[config.mk]
export PLATFORM = sky130hd
export DESIGN_NAME = instr_fetch_unit
export DESIGN_NICKNAME = d
export VERILOG_FILES = /design/src/rtl/instr_fetch_unit.sv
export SDC_FILE = /design/constraint.sdc
export NUM_CORES = 1
export LEC_CHECK = 0
export CORE_ASPECT_RATIO = 1.2
export CORE_MARGIN = 3
export CORE_UTILIZATION = 40
export CTS_BUF_LIST = sky130_fd_sc_hd__clkbuf_4
export CTS_CLUSTER_DIAMETER = 60
export DETAILED_ROUTE_END_ITERATION = 12
export GPL_TIMING_DRIVEN = 0
export MAX_ROUTING_LAYER = met4
export PLACE_DENSITY = 0.76
export SLEW_MARGIN = 20
export SYNTH_ARGS = -nofsm -noshare
export SYNTH_HDL_FRONTEND = slang
export SYNTH_SLANG_ARGS = --single-unit
export TNS_END_PERCENT = 100
[constraint.sdc]
create_clock -name clk -period 5 [get_ports clk]
set_input_delay 1 -clock clk [delete_from_list [all_inputs] [get_ports clk]]
set_output_delay 1 -clock clk [all_outputs]
set_load 0.01 [all_outputs]
[src/rtl/instr_fetch_unit.sv]
// Instruction fetch stage: owns the PC, issues one imem read at a time, buffers
// returned words for decode and handles branch redirects with wrong-path discard.
module instr_fetch_unit #(
    parameter int                ADDR_W   = 32,
    parameter logic [ADDR_W-1:0] RESET_PC = '0,
    parameter int                DEPTH    = 2
) (
    input  logic              clk,
    input  logic              rst_n,
    input  logic              stall,
    output logic              imem_req,
    output logic [ADDR_W-1:0] imem_addr,
    input  logic              imem_gnt,
    input  logic              imem_rvalid,
    input  logic [31:0]       imem_rdata,
    input  logic              pcsrc,
    input  logic [ADDR_W-1:0] branch_target,
    output logic              instr_valid,
    input  logic              instr_ready,
    output logic [31:0]       instr,
    output logic [3:0]        cond,
    output logic [1:0]        op,
    output logic [5:0]        funct,
    output logic [3:0]        rd,
    output logic [ADDR_W-1:0] instr_pc,
    output logic [ADDR_W-1:0] instr_pc8
);
    localparam int PTR_W = $clog2(DEPTH);
    localparam int CNT_W = $clog2(DEPTH + 1);

    typedef enum logic [1:0] {FETCH, WAIT, DISCARD} state_t;

    state_t            state_reg, state_next;
    logic [ADDR_W-1:0] pc_reg, pc_next;
    logic [ADDR_W-1:0] req_addr_reg;
    logic [PTR_W-1:0]  head_reg, tail_reg;
    logic [CNT_W-1:0]  count_reg, count_next;
    logic              held_reg;
    logic              run_reg;

    logic [31:0]       data_mem [DEPTH];
    logic [ADDR_W-1:0] addr_mem [DEPTH];

    logic req_ok, grant, push, pop, in_flight;

    // run_reg keeps the request low while reset is asserted and for the release cycle;
    // held_reg keeps an ungranted request alive through stall.
    assign req_ok    = (state_reg == FETCH) && run_reg &&
                       (held_reg || (!stall && (count_reg < CNT_W'(DEPTH))));
    assign grant     = req_ok && imem_gnt;
    assign push      = (state_reg == WAIT) && imem_rvalid && !pcsrc;
    assign pop       = instr_valid && instr_ready && !pcsrc;
    assign in_flight = grant || ((state_reg != FETCH) && !imem_rvalid);
    assign imem_addr = pc_reg;

    always_comb begin
        state_next = state_reg;
        pc_next    = pc_reg;
        imem_req   = 1'b0;
        case (state_reg)
            FETCH: begin
                imem_req = req_ok;
                if (grant) begin
                    pc_next    = pc_reg + ADDR_W'(4);
                    state_next = WAIT;
                end
            end
            WAIT, DISCARD: begin
                if (imem_rvalid) begin
                    state_next = FETCH;
                end
            end
            default: state_next = FETCH;
        endcase
        // A redirect overrides everything; a read still in flight must be swallowed.
        if (pcsrc) begin
            pc_next    = branch_target & ~ADDR_W'(3);
            state_next = in_flight ? DISCARD : FETCH;
        end
    end

    always_comb begin
        count_next = count_reg + CNT_W'(push) - CNT_W'(pop);
        if (pcsrc) begin
            count_next = '0;
        end
    end

    always_ff @(posedge clk or negedge rst_n) begin
        if (!rst_n) begin
            state_reg    <= FETCH;
            pc_reg       <= RESET_PC;
            req_addr_reg <= '0;
            head_reg     <= '0;
            tail_reg     <= '0;
            count_reg    <= '0;
            held_reg     <= 1'b0;
            run_reg      <= 1'b0;
        end else begin
            state_reg <= state_next;
            pc_reg    <= pc_next;
            count_reg <= count_next;
            run_reg   <= 1'b1;
            held_reg  <= imem_req && !imem_gnt && !pcsrc;
            if (grant) begin
                req_addr_reg <= pc_reg;
            end
            if (pcsrc) begin
                head_reg <= '0;
                tail_reg <= '0;
            end else begin
                if (push) begin
                    tail_reg <= tail_reg + PTR_W'(1);
                end
                if (pop) begin
                    head_reg <= head_reg + PTR_W'(1);
                end
            end
        end
    end

    always_ff @(posedge clk) begin
        if (push) begin
            data_mem[tail_reg] <= imem_rdata;
            addr_mem[tail_reg] <= req_addr_reg;
        end
    end

    assign instr_valid = (count_reg != '0);
    assign instr       = instr_valid ? data_mem[head_reg] : '0;
    assign instr_pc    = instr_valid ? addr_mem[head_reg] : '0;
    assign instr_pc8   = instr_valid ? (addr_mem[head_reg] + ADDR_W'(8)) : '0;
    assign cond        = instr[31:28];
    assign op          = instr[27:26];
    assign funct       = instr[25:20];
    assign rd          = instr[15:12];

endmodule

* Word-level counts from Yosys, hierarchy flattened
Memories as Yosys holds them, arrays and structs flattened.
Cells that the tools add are included.
** Cells by class
- Add/subtract/negate cells :: 6
- Order comparisons :: 1
- Equal/unequal tests :: 4
- Mux-type cells :: 19
- Reduce and logical (&&, ||, !) cells :: 27
** Operator list (count)
- $mux 32 :: 6
- $add 32x3->32 const B :: 1
- $add 32x4->32 const B :: 1
- $reduce_bool 2->1 :: 6
- $logic_and 1x1->1 :: 11
- $mux 2 :: 5
- $mux 1 :: 7
- $ne 3x3->1 const B :: 2
- $logic_not 1->1 :: 4
- $pmux 2 s2 :: 1
- $reduce_and 2->1 :: 2
- $add 1x1->1 const B :: 2
- $add 2x1->2 :: 1
- $eq 2x1->1 const B :: 1
- $eq 2x2->1 const B :: 1
- $logic_not 2->1 :: 1
- $logic_or 1x1->1 :: 2
- $lt 2x2->1 const B :: 1
- $reduce_or 2->1 :: 1
- $sub 2x1->2 :: 1
** Word-level totals
- Register bits after elaboration :: 72
- Bits in writable memories :: 128
- Input port bits :: 71
- Output and inout port bits :: 146
- Word-level logic and storage cells :: 67
- Memories :: 2
** Memory list
- addr_mem :: depth 2, bits a word 32, read ports 1, clocked after Yosys merged registers in 0, wr ports 1, RTL line 42 : logic [ADDR_W-1:0] addr_mem [DEPTH];
- data_mem :: depth 2, bits a word 32, read ports 1, clocked after Yosys merged registers in 0, wr ports 1, RTL line 41 : logic [31:0] data_mem [DEPTH];

* Longest topological paths before layout
Gate-level depths: netlist (run 1).
- Depth after elaboration :: 8
- Gate-level depth with buffers :: 11
- Gate-level depth less buffers :: 10

* Worst setup path before layout (run 1)
OpenSTA, ideal clock, no wires.
- Path kind :: input port to flip-flop
- Start point :: input port imem_rvalid
- End point :: memory addr_mem[0][10] (enable)
- Setup time :: 0.482 ns
- Data arrival time :: 3.956 ns
- Required time :: 4.518 ns
- Slack :: 0.562 ns
- Stages :: 3
- Path buffers :: 0
- Cell sequence :: nand2_1 > or2_2 > nor2_1
** On the way
- Longest elaborated chain between the ends :: 4
** Ends and longest elaborated chain
- start, declared :: RTL line 14 : input logic imem_rvalid,
- $logic_and 1x1->1 (2 in series) :: RTL line 51 : assign push = (state_reg == WAIT) && imem_rvalid && !pcsrc;
- $mux 1 :: RTL line 123 : if (push) begin
- $mux 1 (implied by the code) :: RTL line 125 : addr_mem[tail_reg] <= req_addr_reg;
- end, declared :: RTL line 42
Every way passes these cells.

* Worst setup path in the final report (run 1)
- Start point :: register head_reg
- End point :: output port instr_pc8[29]
** On the way
- Longest elaborated chain between the ends :: 3
** Ends and longest elaborated chain
- start, declared :: RTL line 36 : logic [PTR_W-1:0] head_reg, tail_reg;
- start signal, assigned :: RTL line 116 : head_reg <= head_reg + PTR_W'(1);
- $mem_v2 2x32
- $add 32x4->32 :: RTL line 132 : assign instr_pc8 = instr_valid ? (addr_mem[head_reg] + ADDR_W'(8)) : '0;
- $mux 32 :: RTL line 132
- end, declared :: RTL line 26 : output logic [ADDR_W-1:0] instr_pc8
Every way passes these cells.

==> run_results.csv, run 1 <==
group,metric,value,unit
critical_path,critPathCaptureType,"output port",
sta,final-setup-viol-count,0,
sta,min_period_over_period,0.9661,
global_route,grt_use_total,0.1929,
floorplanning,core,0.02260,sq mm
drt,antenna_left,0,
sta,hold_violations,0,
cells_and_area,largest_reg_flops,64,
synth,synth_edf_count,124,
clock_network,cts_made_buffers,17,
power,peakVddDrop,0.1635,mV
floorplanning,die_h,172.8,um
clock_network,cts-hold-fix-buffers,0,
global_route,grt_remaining_overflow,0,
sta,holdWs,0.2691,ns
floorplanning,start_util,0.4104,
place,gp_congestion,0.9001,
critical_path,regToRegSetupSlack,2.54,ns
clock_network,clock_latency,0.57,ns
min_path,hold_class,"input port to asynchronous set/reset pin",
sta,period_minus_slack,4.831,ns
place,dpl_cell_area,0.01190,sq mm
synth,syn_inst,811,
sta,clock.fmax,207.0,MHz
clock_network,cts_sinks,192,
critical_path,worst-endpoint-required,4.00,ns
clock_network,cts_root_buffer,"clkbuf_4",
drt,via_per_inst,5.022,
synth,synth.avg_cell_area,11.43,sq um
critical_path,reg2regPathDepth,11,
critical_path,path_max_fanout,10,
clock_network,cts_resized,0,
status,status,"complete, no violations",
drt,avgRoutedWirePerCell,17.36,um
cells_and_area,area_growth,31.71,%
sta,fin_skew,0.02069,ns
cells_and_area,drive_gt1_frac,0.1038,
cells_and_area,final_cell_area,0.01221,sq mm
place,hpwl,18.54,mm
place,portBuffers,208,
synth,netlist_area,0.009273,sq mm
floorplanning,io_pins,217,
clock_network,clockBufferDepth,2,
synth,yosysTopAreaCell,"edfxtp_1",
drt,wl,23.80,mm
sta,tightest_slew,0.6280,ns
flow_run,cap_viol_max_count,0,
power,powerDensity,271.9,mW/mm^2
critical_path,timing.rr.start,"count_reg[1]",
cells_and_area,nets,1124,
synth,ys.flop_type,"edfxtp_1",
drt,first_pass_iters,5,
drt,drtIter0Drc,403,
floorplanning,rows,60,
global_route,grt_start_max_net_pins,52,
drt,via_count,6885,
cells_and_area,nFillCells,1963,
clock_network,cts_tree,"yes",
sta,maxSlewViolCount,0,
global_route,grt_antenna_before_repair,1,
clock_network,clk_pin_slew,0.16,ns
critical_path,reg2reg_to,"count_reg[1]",
synth,ys_seq_area_frac,0.5851,
power,p_leak,4.422,nW
synth,synthArstFlopShare,0.3542,
synth,ys_warn_count,0,
synth,netlist_top_cells_area,"edfxtp_1, dfrtp_1, mux2i_1, nand2_1, nor2_1",
clock_network,cts_setup_buffers,0,
floorplanning,die_width,145.0,um
synth,ys_ff_latch,192,
sta,timing.slew.headroom,0.5813,
drt,post-route-drc-count,0,
floorplanning,die_area,0.02505,sq mm
sta,rsz0062_at_grt,"false",
clock_network,cts_htree_levels,4,
critical_path,startpoint_type,"flop",
synth,synthDistinctLibCells,61,
global_route,grt_pass1_wl,37.49,mm
critical_path,critical_path_class,"flop to output port",
global_route,grt_pass1_vias,6877,
cells_and_area,regMostFlops,"data_mem",
synth,synth_top_area_frac,0.4016,
critical_path,crit_arrival,3.83,ns
cells_and_area,top_regs,"data_mem (64), addr_mem (60)",
metal layers:
layer	global-route usage	up-vias	wire length [um]
li1	-	3326	-
met1	0.2373	3267	10110
met2	0.3279	262	12000
met3	0.02936	30	1207
met4	0.06455	0	477
met5	-	-	0
stage by stage:
step / worst slack [ns] / total power [mW] / std cells / TNS, ns / util
4_1_cts: 0.1098 / 3.349 / 1370 / 0 / 0.5404
2_1_floorplan: 0.5624 / 2.176 / 816 / 0 / -
6_report: 0.1694 / 3.321 / 1371 / 0 / 0.5405
5_1_grt: 0.03006 / 3.468 / 1371 / 0 / 0.5405
3_5_place_dp: 0.5832 / 2.450 / 1339 / 0 / 0.5265
3_3_place_gp: -1.516 / 2.424 / 1334 / -184.53 / 0.5205
how the worst max path moves through the flow:
stage	endpoint	startpoint
floorplan	addr_mem[0][10]	imem_rvalid
global placement	data_mem[0][17]	pcsrc
detailed placement	instr_pc8[29]	head_reg
CTS	instr_pc8[29]	head_reg
global route	instr_pc8[29]	head_reg
finish	instr_pc8[29]	head_reg
kinds of logic (layout without fill, tap and decap cells):
family / Yosys count / in the layout / synth area share
fa+ha+maj: 6 / 6 / 0.008096
mux: 60 / 60 / 0.06585
simple gates: 353 / 353 / 0.1916
xor+xnor: 42 / 42 / 0.03967
compound gates: 82 / 82 / 0.06207
flops: 192 / 192 / 0.5851
other cells: 2 / 8 / 0.0008099
buf+inv: 74 / 318 / 0.04682
worst max-delay path, cell delays in order, from the launching register on:
cell and delay (ns):
dfrtp_1 0.42, buf_6 0.15, buf_12 0.15, buf_2 0.21
mux2_2 0.29, ha_1 0.23, a21boi_4 0.30, nand4_2 0.21
buf_6 0.20, o31a_1 0.27, nor3_1 0.22, clkdlybuf4s50_1 0.59
cells in the mapped netlist (3+ instances only):
cell type and n:
inv_1 8, o21ai_1 11, nor3_1 18, mux2_2 3, a32o_1 3, nand3_1 20, edfxtp_1 124, mux2i_1 54
nand4_1 12, xor2_1 13, buf_1 6, dfrtp_1 68, nand4_2 4, and3_1 7, xnor2_1 29, buf_4 28
nor2b_1 10, a32oi_1 3, nor2_1 88, nand2_1 143, nor4_1 15, o31ai_1 4, ha_1 6, a21oi_1 12
a21boi_0 3, and2_1 7, o21ai_0 25, clkbuf_1 18, a22oi_4 3, buf_6 3, buf_2 10, o31a_1 7
nand3b_1 4, or2_2 3, and4_1 5
cells in the final DEF, fill, tap and decap left out, types with 4 or more instances in the layout:
master / synthesis / routed
nor4_1: 15 / 15
xor2_1: 13 / 13
nor2b_1: 10 / 10
and3_1: 7 / 7
and2_1: 7 / 7
inv_6: 0 / 4
nand3b_1: 4 / 4
edfxtp_1: 124 / 124
o21ai_0: 25 / 25
dfrtp_1: 68 / 68
clkbuf_4: 0 / 19
nand4_2: 4 / 4
mux2i_1: 54 / 54
conb_1: 2 / 7
nor3_1: 18 / 18
o31ai_1: 4 / 4
clkdlybuf4s50_1: 0 / 207
o21ai_1: 11 / 11
a21oi_1: 12 / 12
ha_1: 6 / 6
xnor2_1: 29 / 29
nor2_1: 88 / 86
clkbuf_1: 18 / 18
nand3_1: 20 / 20
nand2_1: 143 / 143
buf_4: 28 / 29
nand4_1: 12 / 12
o31a_1: 7 / 7
and4_1: 5 / 5
buf_1: 6 / 6
buf_2: 10 / 9
inv_1: 8 / 8
final cells by class:
type	count	area, sq um	area share
sequential	192	5425	0.4442
multi-input combinational	550	3447	0.2822
timing repair buffer	213	2202	0.1803
buffer	65	399.1	0.03268
tap	310	387.9	0.03176
clock inverter	13	176.4	0.01445
clock buffer	19	142.6	0.01168
inverter	8	30.03	0.002459
antenna	1	2.502	0.0002049
report_power, final:
| group | total, mW | internal (mW) | leakage [nW] | switching, mW |
|---|---|---|---|---|
| logic | 0.471 | 0.237 | 2.28 | 0.234 |
| registers | 1.94 | 1.84 | 1.98 | 0.106 |
| clock network | 0.907 | 0.369 | 0.167 | 0.538 |
| total | 3.32 | 2.44 | 4.42 | 0.878 |
Note: power is estimated with default switching activity, not from simulation.
==> run 2, diff against run 1 <==
--- a/config.mk
+++ b/config.mk
@@ -7,13 +7,14 @@
 export LEC_CHECK = 0
 export CORE_ASPECT_RATIO = 1.2
 export CORE_MARGIN = 3
-export CORE_UTILIZATION = 40
+export CORE_UTILIZATION = 52
 export CTS_BUF_LIST = sky130_fd_sc_hd__clkbuf_4
 export CTS_CLUSTER_DIAMETER = 60
 export DETAILED_ROUTE_END_ITERATION = 12
 export GPL_TIMING_DRIVEN = 0
+export HOLD_SLACK_MARGIN = 0.06
 export MAX_ROUTING_LAYER = met4
-export PLACE_DENSITY = 0.76
+export PLACE_DENSITY = 0.93
 export SLEW_MARGIN = 20
 export SYNTH_ARGS = -nofsm -noshare
 export SYNTH_HDL_FRONTEND = slang
==> run_results.csv, run 2 (same netlist as run 1, synthesis figures left out) <==
group,metric,value,unit
critical_path,critical_path_class,"flop to output port",
place,portBuffers,208,
drt,drtIter0Drc,559,
drt,via_per_inst,5.520,
cells_and_area,drive_gt1_frac,0.1037,
floorplanning,die_area,0.01948,sq mm
clock_network,cts_tree,"yes",
sta,hold_violations,0,
cells_and_area,finish.utilization,0.7049,
clock_network,clockBufferDepth,2,
cells_and_area,largest_reg_flops,64,
clock_network,cts_made_buffers,17,
global_route,grt_pass1_vias,7062,
cells_and_area,top_regs,"data_mem (64), addr_mem (60)",
drt,first_pass_iters,5,
floorplanning,rows,52,
power,design_power_total,3.345,mW
cells_and_area,layout.area.seq,0.005425,sq mm
critical_path,worst-endpoint-required,4.00,ns
place,pre_cts_ws,0.5361,ns
power,p_leak,4.431,nW
global_route,grt_antenna_before_repair,1,
floorplanning,core,0.01718,sq mm
critical_path,timing.rr.start,"count_reg[1]",
floorplanning,die_h,152.3,um
clock_network,cts_root_buffer,"clkbuf_4",
global_route,grt_use_total,0.2498,
floorplanning,die_width,127.9,um
global_route,grt_start_max_net_pins,43,
flow_run,cap_viol_max_count,0,
critical_path,crit_start,"head_reg",
clock_network,cts_htree_levels,4,
sta,rsz0062_at_grt,"false",
floorplanning,io_pins,217,
clock_network,clock_latency,0.58,ns
cells_and_area,area_growth,30.58,%
drt,wl,23.63,mm
drt,post-route-drc-count,0,
drt,antenna_left,0,
cells_and_area,final_cell_area,0.01211,sq mm
power,peakVddDrop,0.1850,mV
cells_and_area,nFillCells,1256,
drt,avgRoutedWirePerCell,18.49,um
sta,maxSlewViolCount,0,
critical_path,path_max_fanout,10,
cells_and_area,nets,1125,
sta,final-setup-viol-count,0,
critical_path,crit_arrival,3.77,ns
power,powerDensity,276.3,mW/mm^2
sta,period_minus_slack,4.766,ns
status,status,"complete, no violations",
clock_network,clk_pin_slew,0.15,ns
global_route,grt_remaining_overflow,0,
place,hpwl,18.34,mm
min_path,hold_class,"input port to asynchronous set/reset pin",
cells_and_area,regMostFlops,"data_mem",
floorplanning,start_util,0.5398,
place,dpl_cell_area,0.01177,sq mm
drt,via_count,7054,
cells_and_area,final_cell_mix,"clkdlybuf4s50_1, nand2_1, edfxtp_1, nor2_1, dfrtp_1",
critical_path,critPathCaptureType,"output port",
sta,timing.slew.headroom,0.5681,
place,gp_congestion,0.9313,
cells_and_area,final_common_cell,"clkdlybuf4s50_1",
sta,clock.fmax,209.8,MHz
global_route,grt_pass1_wl,37.07,mm
clock_network,cts_sinks,192,
sta,tightest_slew,0.6298,ns
sta,setup_ws,0.2339,ns
critical_path,startpoint_type,"flop",
sta,min_period_over_period,0.9532,
cells_and_area,multiInputGateArea,0.003447,sq mm
sta,fin_skew,0.01940,ns
run 2: changes by cell type in the layout (fill, tap and decap cells not counted), sizes merged:
| cell | change |
|---|---|
| bufinv | +1 |
| clkbuf | +1 |
| clkinv | +2 |
| clkinvlp | -1 |
| inv | -2 |
run 2: per-layer routing:
| layer | global-route usage | vias up | part of all wire |
|---|---|---|---|
| met4 | 0.09606 | 0 | 0.030 |
| met5 | - | - | 0 |
| met3 | 0.04874 | 58 | 0.072 |
| met1 | 0.2837 | 3338 | 0.37 |
| li1 | - | 3324 | - |
| met2 | 0.4329 | 334 | 0.53 |
run 2: per-stage QoR:
| step | cells | hold WS (ns) | setup TNS [ns] |
|---|---|---|---|
| finish | 1278 | 0.3088 | 0 |
| detailed placement | 1245 | 0.4588 | 0 |
| floorplan | 816 | 0.4419 | 0 |
| global placement | 1240 | 0.4488 | -147.51 |
| global route | 1278 | 0.2816 | 0 |
| CTS | 1276 | 0.2726 | 0 |
run 2: worst max-delay path, cell delays in order, from the launching register on:
cell and delay [ns]:
dfrtp_1 0.42, buf_6 0.15, buf_12 0.15, clkbuf_4 0.22, mux2_2 0.29, ha_1 0.22
a21boi_4 0.25, nand4_2 0.19, buf_6 0.19, o31a_1 0.23, nor3_1 0.25, clkdlybuf4s50_1 0.61
run 2: area by class of cell:
type,count,share of cell area
Antenna cell,1,0.0002067
Multi-Input combinational cell,550,0.2847
Sequential cell,192,0.4481
Inverter,8,0.002480
Timing Repair Buffer,214,0.1819
Clock buffer,19,0.01178
Buffer,65,0.03317
Tap cell,216,0.02232
Clock inverter,13,0.01540
run 2: report_power, final:
part	total [mW]	switching (mW)	internal [mW]
combinational	0.471	0.234	0.237
sequential	1.95	0.108	1.84
clock	0.928	0.516	0.412
total	3.34	0.859	2.49
run 2: what timing repair did:
action / CTS / global route
setup buffers: 0 / 1
cloned: 0 / 0
resized for setup: 0 / 1
hold buffers: 0 / 0
setup endpoints to repair: 4 / 2
run 2: final timing paths:
check,slack (ns),depth (start not counted),end
max,0.23,11,instr_pc8[31]
min,0.31,1,imem_addr[13]
max in group asynchronous,4.16,2,req_addr_reg[6]
min reg2reg,0.49,0,addr_mem[0][19]
min in group clk,0.49,0,addr_mem[0][19]
max reg2reg,2.47,11,count_reg[1]
==> run 3, diff against run 2 <==
--- a/config.mk
+++ b/config.mk
@@ -15,7 +15,6 @@
 export HOLD_SLACK_MARGIN = 0.06
 export MAX_ROUTING_LAYER = met4
 export PLACE_DENSITY = 0.93
-export SLEW_MARGIN = 20
 export SYNTH_ARGS = -nofsm -noshare
 export SYNTH_HDL_FRONTEND = slang
 export SYNTH_SLANG_ARGS = --single-unit
==> run_results.csv, run 3 (same netlist as run 1, synthesis figures left out) <==
group,metric,value,unit
sta,min_period_over_period,0.9687,
critical_path,crit_start,"head_reg",
drt,post-route-drc-count,0,
min_path,holdPathStages,0,
drt,avgRoutedWirePerCell,18.26,um
sta,tightest_slew,0.8840,ns
cells_and_area,drive_gt1_frac,0.1022,
cells_and_area,largest_reg_flops,64,
floorplanning,start_util,0.5398,
power,powerDensity,272.6,mW/mm^2
place,dp_cells,1242,
global_route,grt_remaining_overflow,0,
power,seq_power_share,0.595,
cells_and_area,num_antenna_cells,0,
min_path,hold_class,"flop to flop",
floorplanning,die_h,152.3,um
place,hpwl,17.92,mm
power,p_leak,4.378,nW
sta,timing.slew.headroom,0.4093,
floorplanning,die_area,0.01948,sq mm
drt,via_count,7025,
cells_and_area,top_regs,"data_mem (64), addr_mem (60)",
floorplanning,core,0.01718,sq mm
sta,maxSlewViolCount,0,
drt,drtIter0Drc,494,
power,pwr-share-comb,0.143,
clock_network,clockBufferDepth,2,
critical_path,crit_arrival,3.84,ns
power,design_power_total,3.269,mW
global_route,grt_pass1_vias,7106,
critical_path,startpoint_type,"flop",
critical_path,critPathCaptureType,"output port",
clock_network,clk_pin_slew,0.16,ns
place,portBuffers,208,
clock_network,cts_made_buffers,17,
critical_path,timing.rr.start,"count_reg[1]",
place,gp_congestion,0.9313,
drt,via_per_inst,5.518,
critical_path,critical_path_class,"flop to output port",
sta,period_minus_slack,4.843,ns
clock_network,cts-hold-fix-buffers,0,
global_route,grt_pass1_wl,36.78,mm
cells_and_area,final_common_cell,"clkdlybuf4s50_1",
sta,setup-tns-final,0,ns
drt,antenna_left,0,
critical_path,reg2regPathDepth,11,
flow_run,cap_viol_max_count,0,
clock_network,cts_sinks,192,
global_route,grt_antenna_before_repair,0,
sta,clock.fmax,206.5,MHz
floorplanning,rows,52,
sta,holdWs,0.4795,ns
sta,fin_skew,0.02187,ns
critical_path,path_max_fanout,10,
global_route,grt_use_total,0.2473,
cells_and_area,regMostFlops,"data_mem",
power,p_int,2.384,mW
power,peakVddDrop,0.1562,mV
cells_and_area,final_cell_area,0.01200,sq mm
min_path,hold_start,"req_addr_reg[8]",
status,status,"complete, no violations",
critical_path,worst-endpoint-required,4.00,ns
cells_and_area,area_growth,29.36,%
cells_and_area,layoutNonFillerInstCount,1273,
cells_and_area,nets,1121,
sta,final-setup-viol-count,0,
global_route,grt_start_max_net_pins,69,
sta,rsz0062_at_grt,"false",
sta,hold_violations,0,
drt,wl,23.24,mm
cells_and_area,final_cell_mix,"clkdlybuf4s50_1, nand2_1, edfxtp_1, nor2_1, dfrtp_1",
drt,first_pass_iters,5,
floorplanning,die_width,127.9,um
clock_network,cts_root_buffer,"clkbuf_4",
power,switching_share,0.2709,
power,pwr-share-clk,0.262,
clock_network,clock_latency,0.58,ns
place,dpl_cell_area,0.01170,sq mm
clock_network,cts_htree_levels,4,
clock_network,cts_tree,"yes",
power,power_switching,885.7,uW
floorplanning,io_pins,217,
[run 3: changes by cell type in the layout (fill, tap and decap cells not counted), moves of 2 or more]
cell | previous run | this run
inv_6 | 2 | 6
buf_16 | 2 | 0
bufinv_16 | 4 | 2
clkbuf_4 | 20 | 18
clkinv_1 | 2 | 0
[run 3: area by class of cell]
class,instances,area (sq um)
plain buffers,65,401.6
clock buffers,17,127.6
clock inverters,15,173.9
fillers,1280,5181
inverters,8,30.03
multi-input cells,550,3447
flip-flops and latches,192,5425
well taps,216,270.3
repair buffers,210,2120
[run 3: power groups by stage]
stage / registers (mW) / clock network [mW] / logic, mW
after global placement: 1.96 / 0 / 0.453
after floorplan: 1.95 / 0 / 0.227
after global routing: 1.96 / 0.941 / 0.514
final: 1.94 / 0.857 / 0.468
after CTS: 1.94 / 0.871 / 0.471
after detailed placement: 1.98 / 0 / 0.468
[run 3: per-stage QoR]
step	setup slack (ns)	utilization
final	0.1565	0.6984
after global routing	0.008196	0.6984
after CTS	0.08569	0.6982
after detailed placement	0.5568	0.6809
after global placement	-1.198	0.6779
after floorplan	0.5624	-
[run 3: worst max-delay path: stages, from the launching register on]
cell             delay (ns)
dfrtp_1                0.42
buf_6                  0.15
buf_12                 0.15
clkbuf_4               0.22
mux2_2                 0.29
ha_1                   0.22
a21boi_4               0.32
nand4_2                0.20
buf_6                  0.19
o31a_1                 0.24
nor3_1                 0.25
clkdlybuf4s50_1        0.61
[run 3: path summary, 6_finish.rpt]
kind,to,slack (ns)
hold reg to reg,addr_mem[0][8],0.48
setup reg to reg,count_reg[1],2.57
max in group asynchronous,req_addr_reg[10],3.95
setup / recovery,instr_pc8[31],0.16
min in group asynchronous,imem_addr[13],0.49
hold / removal,addr_mem[0][8],0.48
[run 3: repair_timing]
action,in CTS,in global routing
gates resized for setup,0,1
buffers inserted,0,0
endpoints found under the setup margin,3,2
hold endpoints to repair,0,0
[run 3: metal layers]
layer | global-route usage | vias up | wire, um
met1 | 0.2798 | 3336 | 8663
li1 | - | 3306 | -
met4 | 0.09050 | 0 | 703
met5 | - | - | 0
met3 | 0.04383 | 55 | 1596
met2 | 0.4348 | 328 | 12280
